`config.mk`:
```
export PLATFORM = sky130hd
export DESIGN_NAME = id_decode_queue
export DESIGN_NICKNAME = d
export VERILOG_FILES = /design/src/rtl/id_decode_queue.sv
export SDC_FILE = /design/constraint.sdc
export NUM_CORES = 1
export LEC_CHECK = 0
export CORE_MARGIN = 3
export CORE_UTILIZATION = 50
export DETAILED_ROUTE_END_ITERATION = 16
export PLACE_DENSITY = 0.79
export SETUP_SLACK_MARGIN = 0.05
export SLEW_MARGIN = 30
export SYNTH_ARGS = -nofsm -noshare
export SYNTH_HDL_FRONTEND = slang
export SYNTH_SLANG_ARGS = --single-unit
```
`constraint.sdc`:
```
create_clock -name clk -period 7.5 [get_ports clk]
set_input_delay 1.125 -clock clk [delete_from_list [all_inputs] [get_ports clk]]
set_output_delay 1.125 -clock clk [all_outputs]
set_load 0.01 [all_outputs]
```
`src/rtl/id_decode_queue.sv`:
```
// id_decode_queue: decodes RV32I (pc, inst) pairs from fetch and queues the micro-ops for in-order issue.
// Latency: an entry pushed at edge N is visible at the head after edge N; there is no empty-queue bypass.
// Backpressure: in_ready is low while the queue is full, regardless of out_ready; rdy=0 freezes all state.
//
// Ports:
//   clk, rst       clock; synchronous active-high reset (overrides flush and rdy)
//   rdy            global clock enable; low holds every register
//   flush          taken jump/branch; empties the queue at the next edge, same-cycle push/pop dropped
//   in_valid/in_ready, in_pc, in_inst           fetch side handshake and payload
//   out_valid/out_ready, out_pc, out_op, out_rd, out_rs1, out_rs2,
//   out_rs1_en, out_rs2_en, out_imm             head micro-op (all zero / NOP while empty)
//   count          occupancy
//   out_illegal    only when ILLEGAL_TRAP_EN is defined: head entry came from an unknown encoding
//
// Optional feature macro: ILLEGAL_TRAP_EN
module id_decode_queue #(
  parameter int ADDR_W = 32,
  parameter int INST_W = 32,
  parameter int OP_W   = 6,
  parameter int DEPTH  = 4,
  parameter int CNT_W  = $clog2(DEPTH) + 1
) (
  input  logic              clk,
  input  logic              rst,
  input  logic              rdy,
  input  logic              flush,
  input  logic              in_valid,
  output logic              in_ready,
  input  logic [ADDR_W-1:0] in_pc,
  input  logic [INST_W-1:0] in_inst,
  output logic              out_valid,
  input  logic              out_ready,
  output logic [ADDR_W-1:0] out_pc,
  output logic [OP_W-1:0]   out_op,
  output logic [4:0]        out_rd,
  output logic [4:0]        out_rs1,
  output logic [4:0]        out_rs2,
  output logic              out_rs1_en,
  output logic              out_rs2_en,
  output logic [31:0]       out_imm,
  output logic [CNT_W-1:0]  count
`ifdef ILLEGAL_TRAP_EN
  ,
  output logic              out_illegal
`endif
);

  localparam int PTR_W = $clog2(DEPTH);

  // Major opcodes (inst[6:0])
  localparam logic [6:0] OPC_LUI    = 7'h37;
  localparam logic [6:0] OPC_AUIPC  = 7'h17;
  localparam logic [6:0] OPC_JAL    = 7'h6f;
  localparam logic [6:0] OPC_JALR   = 7'h67;
  localparam logic [6:0] OPC_BRANCH = 7'h63;
  localparam logic [6:0] OPC_LOAD   = 7'h03;
  localparam logic [6:0] OPC_STORE  = 7'h23;
  localparam logic [6:0] OPC_OPIMM  = 7'h13;
  localparam logic [6:0] OPC_OP     = 7'h33;

  // Micro-op codes (same numbering as the core's shared op table)
  localparam logic [OP_W-1:0] OP_NOP   = OP_W'(0);
  localparam logic [OP_W-1:0] OP_LUI   = OP_W'(1);
  localparam logic [OP_W-1:0] OP_AUIPC = OP_W'(2);
  localparam logic [OP_W-1:0] OP_JAL   = OP_W'(3);
  localparam logic [OP_W-1:0] OP_JALR  = OP_W'(4);
  localparam logic [OP_W-1:0] OP_BEQ   = OP_W'(5);
  localparam logic [OP_W-1:0] OP_BNE   = OP_W'(6);
  localparam logic [OP_W-1:0] OP_BLT   = OP_W'(7);
  localparam logic [OP_W-1:0] OP_BGE   = OP_W'(8);
  localparam logic [OP_W-1:0] OP_BLTU  = OP_W'(9);
  localparam logic [OP_W-1:0] OP_BGEU  = OP_W'(10);
  localparam logic [OP_W-1:0] OP_LB    = OP_W'(11);
  localparam logic [OP_W-1:0] OP_LH    = OP_W'(12);
  localparam logic [OP_W-1:0] OP_LW    = OP_W'(13);
  localparam logic [OP_W-1:0] OP_LBU   = OP_W'(14);
  localparam logic [OP_W-1:0] OP_LHU   = OP_W'(15);
  localparam logic [OP_W-1:0] OP_SB    = OP_W'(16);
  localparam logic [OP_W-1:0] OP_SH    = OP_W'(17);
  localparam logic [OP_W-1:0] OP_SW    = OP_W'(18);
  localparam logic [OP_W-1:0] OP_ADDI  = OP_W'(19);
  localparam logic [OP_W-1:0] OP_SLTI  = OP_W'(20);
  localparam logic [OP_W-1:0] OP_SLTIU = OP_W'(21);
  localparam logic [OP_W-1:0] OP_XORI  = OP_W'(22);
  localparam logic [OP_W-1:0] OP_ORI   = OP_W'(23);
  localparam logic [OP_W-1:0] OP_ANDI  = OP_W'(24);
  localparam logic [OP_W-1:0] OP_SLLI  = OP_W'(25);
  localparam logic [OP_W-1:0] OP_SRLI  = OP_W'(26);
  localparam logic [OP_W-1:0] OP_SRAI  = OP_W'(27);
  localparam logic [OP_W-1:0] OP_ADD   = OP_W'(28);
  localparam logic [OP_W-1:0] OP_SUB   = OP_W'(29);
  localparam logic [OP_W-1:0] OP_SLL   = OP_W'(30);
  localparam logic [OP_W-1:0] OP_SLT   = OP_W'(31);
  localparam logic [OP_W-1:0] OP_SLTU  = OP_W'(32);
  localparam logic [OP_W-1:0] OP_XOR   = OP_W'(33);
  localparam logic [OP_W-1:0] OP_SRL   = OP_W'(34);
  localparam logic [OP_W-1:0] OP_SRA   = OP_W'(35);
  localparam logic [OP_W-1:0] OP_OR    = OP_W'(36);
  localparam logic [OP_W-1:0] OP_AND   = OP_W'(37);

  typedef struct packed {
    logic [ADDR_W-1:0] pc;
    logic [OP_W-1:0]   op;
    logic [4:0]        rd;
    logic [4:0]        rs1;
    logic [4:0]        rs2;
    logic              rs1_en;
    logic              rs2_en;
    logic [31:0]       imm;
`ifdef ILLEGAL_TRAP_EN
    logic              illegal;
`endif
  } entry_t;

  entry_t            mem [DEPTH];
  entry_t            dec;
  entry_t            head;
  logic              ill;
  logic [PTR_W-1:0]  wr_ptr;
  logic [PTR_W-1:0]  rd_ptr;
  logic              push;
  logic              pop;

  // Instruction fields and immediates
  logic [6:0]  opcode;
  logic [2:0]  funct3;
  logic [4:0]  rd_f, rs1_f, rs2_f;
  logic [31:0] i_imm, s_imm, b_imm, j_imm, u_imm;

  assign opcode = in_inst[6:0];
  assign funct3 = in_inst[14:12];
  assign rd_f   = in_inst[11:7];
  assign rs1_f  = in_inst[19:15];
  assign rs2_f  = in_inst[24:20];
  assign i_imm  = {{20{in_inst[31]}}, in_inst[31:20]};
  assign s_imm  = {{20{in_inst[31]}}, in_inst[31:25], in_inst[11:7]};
  assign b_imm  = {{19{in_inst[31]}}, in_inst[31], in_inst[7], in_inst[30:25], in_inst[11:8], 1'b0};
  assign j_imm  = {{11{in_inst[31]}}, in_inst[31], in_inst[19:12], in_inst[20], in_inst[30:21], 1'b0};
  assign u_imm  = {in_inst[31:12], 12'b0};

  // Decode at push time so the queue stores ready-to-issue micro-ops.
  always_comb begin
    dec    = '0;
    dec.pc = in_pc;
    dec.op = OP_NOP;
    ill    = 1'b0;
    case (opcode)
      OPC_LUI:   begin dec.op = OP_LUI;   dec.rd = rd_f; dec.imm = u_imm; end
      OPC_AUIPC: begin dec.op = OP_AUIPC; dec.rd = rd_f; dec.imm = u_imm; end
      OPC_JAL:   begin dec.op = OP_JAL;   dec.rd = rd_f; dec.imm = j_imm; end
      OPC_JALR: begin
        dec.op     = OP_JALR;
        ill        = (funct3 != 3'd0);
        dec.rd     = rd_f;
        dec.rs1_en = 1'b1;
        dec.imm    = i_imm;
      end
      OPC_BRANCH: begin
        case (funct3)
          3'd0:    dec.op = OP_BEQ;
          3'd1:    dec.op = OP_BNE;
          3'd4:    dec.op = OP_BLT;
          3'd5:    dec.op = OP_BGE;
          3'd6:    dec.op = OP_BLTU;
          3'd7:    dec.op = OP_BGEU;
          default: ill = 1'b1;
        endcase
        dec.rs1_en = 1'b1;
        dec.rs2_en = 1'b1;
        // Branch target is precomputed so EX only resolves the condition.
        dec.imm    = 32'(in_pc) + b_imm;
      end
      OPC_LOAD: begin
        case (funct3)
          3'd0:    dec.op = OP_LB;
          3'd1:    dec.op = OP_LH;
          3'd2:    dec.op = OP_LW;
          3'd4:    dec.op = OP_LBU;
          3'd5:    dec.op = OP_LHU;
          default: ill = 1'b1;
        endcase
        dec.rd     = rd_f;
        dec.rs1_en = 1'b1;
        dec.imm    = i_imm;
      end
      OPC_STORE: begin
        case (funct3)
          3'd0:    dec.op = OP_SB;
          3'd1:    dec.op = OP_SH;
          3'd2:    dec.op = OP_SW;
          default: ill = 1'b1;
        endcase
        dec.rs1_en = 1'b1;
        dec.rs2_en = 1'b1;
        dec.imm    = s_imm;
      end
      OPC_OPIMM: begin
        case (funct3)
          3'd0:    dec.op = OP_ADDI;
          3'd1:    dec.op = OP_SLLI;
          3'd2:    dec.op = OP_SLTI;
          3'd3:    dec.op = OP_SLTIU;
          3'd4:    dec.op = OP_XORI;
          3'd5:    dec.op = in_inst[30] ? OP_SRAI : OP_SRLI;
          3'd6:    dec.op = OP_ORI;
          default: dec.op = OP_ANDI;
        endcase
        dec.rd     = rd_f;
        dec.rs1_en = 1'b1;
        dec.imm    = i_imm;
      end
      OPC_OP: begin
        case (funct3)
          3'd0:    dec.op = in_inst[30] ? OP_SUB : OP_ADD;
          3'd1:    dec.op = OP_SLL;
          3'd2:    dec.op = OP_SLT;
          3'd3:    dec.op = OP_SLTU;
          3'd4:    dec.op = OP_XOR;
          3'd5:    dec.op = in_inst[30] ? OP_SRA : OP_SRL;
          3'd6:    dec.op = OP_OR;
          default: dec.op = OP_AND;
        endcase
        dec.rd     = rd_f;
        dec.rs1_en = 1'b1;
        dec.rs2_en = 1'b1;
      end
      default: ill = 1'b1;
    endcase
    // Unknown encodings collapse to a harmless NOP entry.
    if (ill) begin
      dec.op     = OP_NOP;
      dec.rd     = '0;
      dec.rs1_en = 1'b0;
      dec.rs2_en = 1'b0;
      dec.imm    = '0;
    end
    dec.rs1 = dec.rs1_en ? rs1_f : 5'd0;
    dec.rs2 = dec.rs2_en ? rs2_f : 5'd0;
`ifdef ILLEGAL_TRAP_EN
    dec.illegal = ill;
`endif
  end

  // Queue control
  assign in_ready  = (count < CNT_W'(DEPTH));
  assign out_valid = (count != '0);
  assign push      = in_valid & in_ready & rdy & ~flush & ~rst;
  assign pop       = out_valid & out_ready & rdy & ~flush & ~rst;

  always_ff @(posedge clk) begin
    if (rst) begin
      wr_ptr <= '0;
      rd_ptr <= '0;
      count  <= '0;
    end else if (rdy) begin
      if (flush) begin
        wr_ptr <= '0;
        rd_ptr <= '0;
        count  <= '0;
      end else begin
        if (push) wr_ptr <= wr_ptr + PTR_W'(1);
        if (pop)  rd_ptr <= rd_ptr + PTR_W'(1);
        if (push && !pop)      count <= count + CNT_W'(1);
        else if (pop && !push) count <= count - CNT_W'(1);
      end
    end
  end

  // Payload storage needs no reset: head fields are masked while empty.
  always_ff @(posedge clk) begin
    if (push) mem[wr_ptr] <= dec;
  end

  assign head       = mem[rd_ptr];
  assign out_pc     = out_valid ? head.pc     : '0;
  assign out_op     = out_valid ? head.op     : OP_NOP;
  assign out_rd     = out_valid ? head.rd     : 5'd0;
  assign out_rs1    = out_valid ? head.rs1    : 5'd0;
  assign out_rs2    = out_valid ? head.rs2    : 5'd0;
  assign out_rs1_en = out_valid & head.rs1_en;
  assign out_rs2_en = out_valid & head.rs2_en;
  assign out_imm    = out_valid ? head.imm    : 32'd0;
`ifdef ILLEGAL_TRAP_EN
  assign out_illegal = out_valid & head.illegal;
`endif

endmodule

```
==> impl_metrics.ini <==
[critical_path]
cp-startpoint = in_inst[6]
cp.buffers_inverters = 1
cp_data_required_time_ps = 7730
cp.arrival_ps = 4560
r2r_slack_ps = 4980
worstSetupStartpointType = input pin
end_kind = flop
setup.worst_path.end = mem[1][29]
critPathTopFamily = simple AND/OR/NAND/NOR gates
ff2ff_path_depth = 4
cp_slowest_cell = clkdlybuf4s50_1
cp_cell_sequence = clkdlybuf4s50_1 -> nand4b_1 -> nor3_1 -> a22oi_1 -> o21ai_1 -> or2_1 -> nand2b_2 -> nor2_1 -> a41oi_1 -> nand3_1
path_max_fanout = 35
cpPeakStageDelay_ps = 900
worstReg2RegEnd = mem[0][2]
crit_cells = 10
rr_startpoint = count[2]
criticalPathCategory = input pin to flop

[routing]
wire_per_inst_microns = 23.4
vias_per_cell = 6.00
drt_iter0_markers = 1035
vias = 10000
ant_nets = 0
firstDrtPassIters = 8
drc = 0
routed_wirelength_mm = 39.2

[floorplanning]
die_area_sq_um = 35000
fp.dieH_microns = 187
fp-row-count = 65
boundaryPins = 162
initial_utilization = 0.514
core_sq_um = 31900
fp.dieW_microns = 187

[synthesis]
yosysWarnings = 0
ys_async_sr_fraction = 0
synth_area_per_cell_sq_um = 15.6
synth_ff_type = edfxtp_1
ys_seq_elements = 357
synth-edff-count = 348
yosysSeqAreaShare = 0.649
netlist_instances = 1052
syn_nets = 1158
syn_area_sq_um = 16400
yosysUniqueCellTypes = 68

[grt]
grt_first_pass_wirelength_mm = 60.6
grt_max_degree = 60
grt_usage = 0.224
grt_pass1_vias = 10100
grt_overflow = 0
grt_antenna_before_repair = 3

[clocking]
cts_buffers = 38
clk_pin_slew_ps = 60
ctsHoldBuffers = 0
cts_resized = 0
cts_sinks = 357
post_cts_buffers = 0
tritoncts = done
ctsHtreeMaxLevel = 2
clk_latency_ps = 520
cts_max_path_buffers = 3
cts-root-buf = clkbuf_16

[outcome]
outcome = complete, no violations

[power]
ir_drop_mv = 0.179
p_leak_nw = 6.47
fin_total_pwr_mw = 4.31
powerDensity_nw_per_um2 = 219

[placed_design]
dp.cells = 1605
placed_area_sq_um = 18400
port_buffers = 161
dpl_worst_slack_ps = 2730
gp_congestion = 0.907
dp_hpwl_mm = 26.3

[timing]
grt_setup_unrepaired = no
tns_ps = 0
drv_slew = 0
max_slew_margin = 0.390
hold_ws_ps = 534
min_period_over_period = 0.578
min_period_ps = 4330
setup_viol = 0
finalHoldViolCount = 0
fin_skew_ps = 7.81
tightest_slew_ps = 915
fmax_ghz = 0.231
setup_ws_ps = 3170

[final_layout]
fin_util = 0.617
stdcell_count = 1674
final_cell_mix = edfxtp_1 (348), clkdlybuf4s50_1 (161), and2_1 (99)
fin_nets = 1316
syn_to_final_growth_pct = 20.1
post-route-cell-area_sq_um = 19700
layout_commonest_cell = edfxtp_1
drive_above_1_share = 0.141

[run]
cap_violations = 0

[worst_hold_path]
hold_class = flop to flop
layout make-up:
type	count	area, sq um
tap	435	544
multi-input combinational	617	5480
clock inverter	20	193
clock buffer	48	1030
antenna	1	2.50
inverter	24	90.1
fill	2371	12200
timing repair buffer	172	1700
sequential	357	10600
cell families after synthesis:
kind of cell / after synthesis / synth area share
XOR/XNOR: 24 / 0.0128
buffers and inverters: 78 / 0.0189
AO/OA/AOI/OAI: 182 / 0.0756
multiplexers: 90 / 0.122
adder cells (fa/ha/maj): 36 / 0.0284
flip-flops: 357 / 0.649
AND/OR/NAND/NOR: 285 / 0.0937
layer usage:
metal	track usage	vias to the layer above	share of wire	routed length [microns]
li1	-	4479	-	-
met1	0.311	5059	0.41	16000
met2	0.374	445	0.49	19300
met3	0.0364	53	0.074	2910
met4	0.0616	2	0.024	930
met5	0	-	0.00033	13
state kept, by name (all words and copies together) (netlist names), named ones only:
register  count
mem         348
count         3
rd_ptr        2
wr_ptr        2
worst register-to-register path, stage by stage, from the launching register on:
cell and delay (ps):
dfxtp_1 320, inv_1 130, and3_1 290, and2_4 770
buf_4 620
power by group:
| group | switching (mW) | total (mW) | internal [mW] |
|---|---|---|---|
| combinational | 0.184 | 0.314 | 0.130 |
| sequential | 0.00188 | 2.18 | 2.18 |
| clock | 0.709 | 1.82 | 1.11 |
cell usage after synthesis (all sizes together), types with 3 or more instances:
master	instances	area, sq um
a211oi	6	50.1
a21o	16	120
a21oi	51	255
a221oi	14	129
a22oi	9	67.6
a31oi	13	87.6
a41oi	3	26.3
and2	103	644
and3	10	65.1
buf	20	88.8
clkbuf	34	131
dfxtp	9	180
edfxtp	348	10500
ha	34	425
inv	24	90.1
mux4	87	1960
nand2	44	165
nand2b	4	25.0
nand3	12	60.1
nand3b	5	37.5
nand4	4	25.0
nand4b	3	26.3
nor2	60	225
nor2b	8	52.6
nor3	15	75.1
nor4	4	25.0
o211ai	7	52.6
o21a	3	22.5
o21ai	29	145
o21bai	4	30.0
o22ai	8	50.1
or2	6	37.5
xnor2	13	114
xor2	11	96.3
worst min path at each step:
stage	cells after the start	endpoint	start	slack, ps
after floorplan	2	wr_ptr[1]	wr_ptr[1]	490
final	2	flop	rd_ptr[1]	530
after CTS	2	flop	rd_ptr[1]	530
after global placement	2	flop	rd_ptr[1]	510
after global routing	2	count[2]	count[2]	560
after detailed placement	2	count[2]	count[2]	520
No activity file was read; power rests on OpenSTA's default activity.
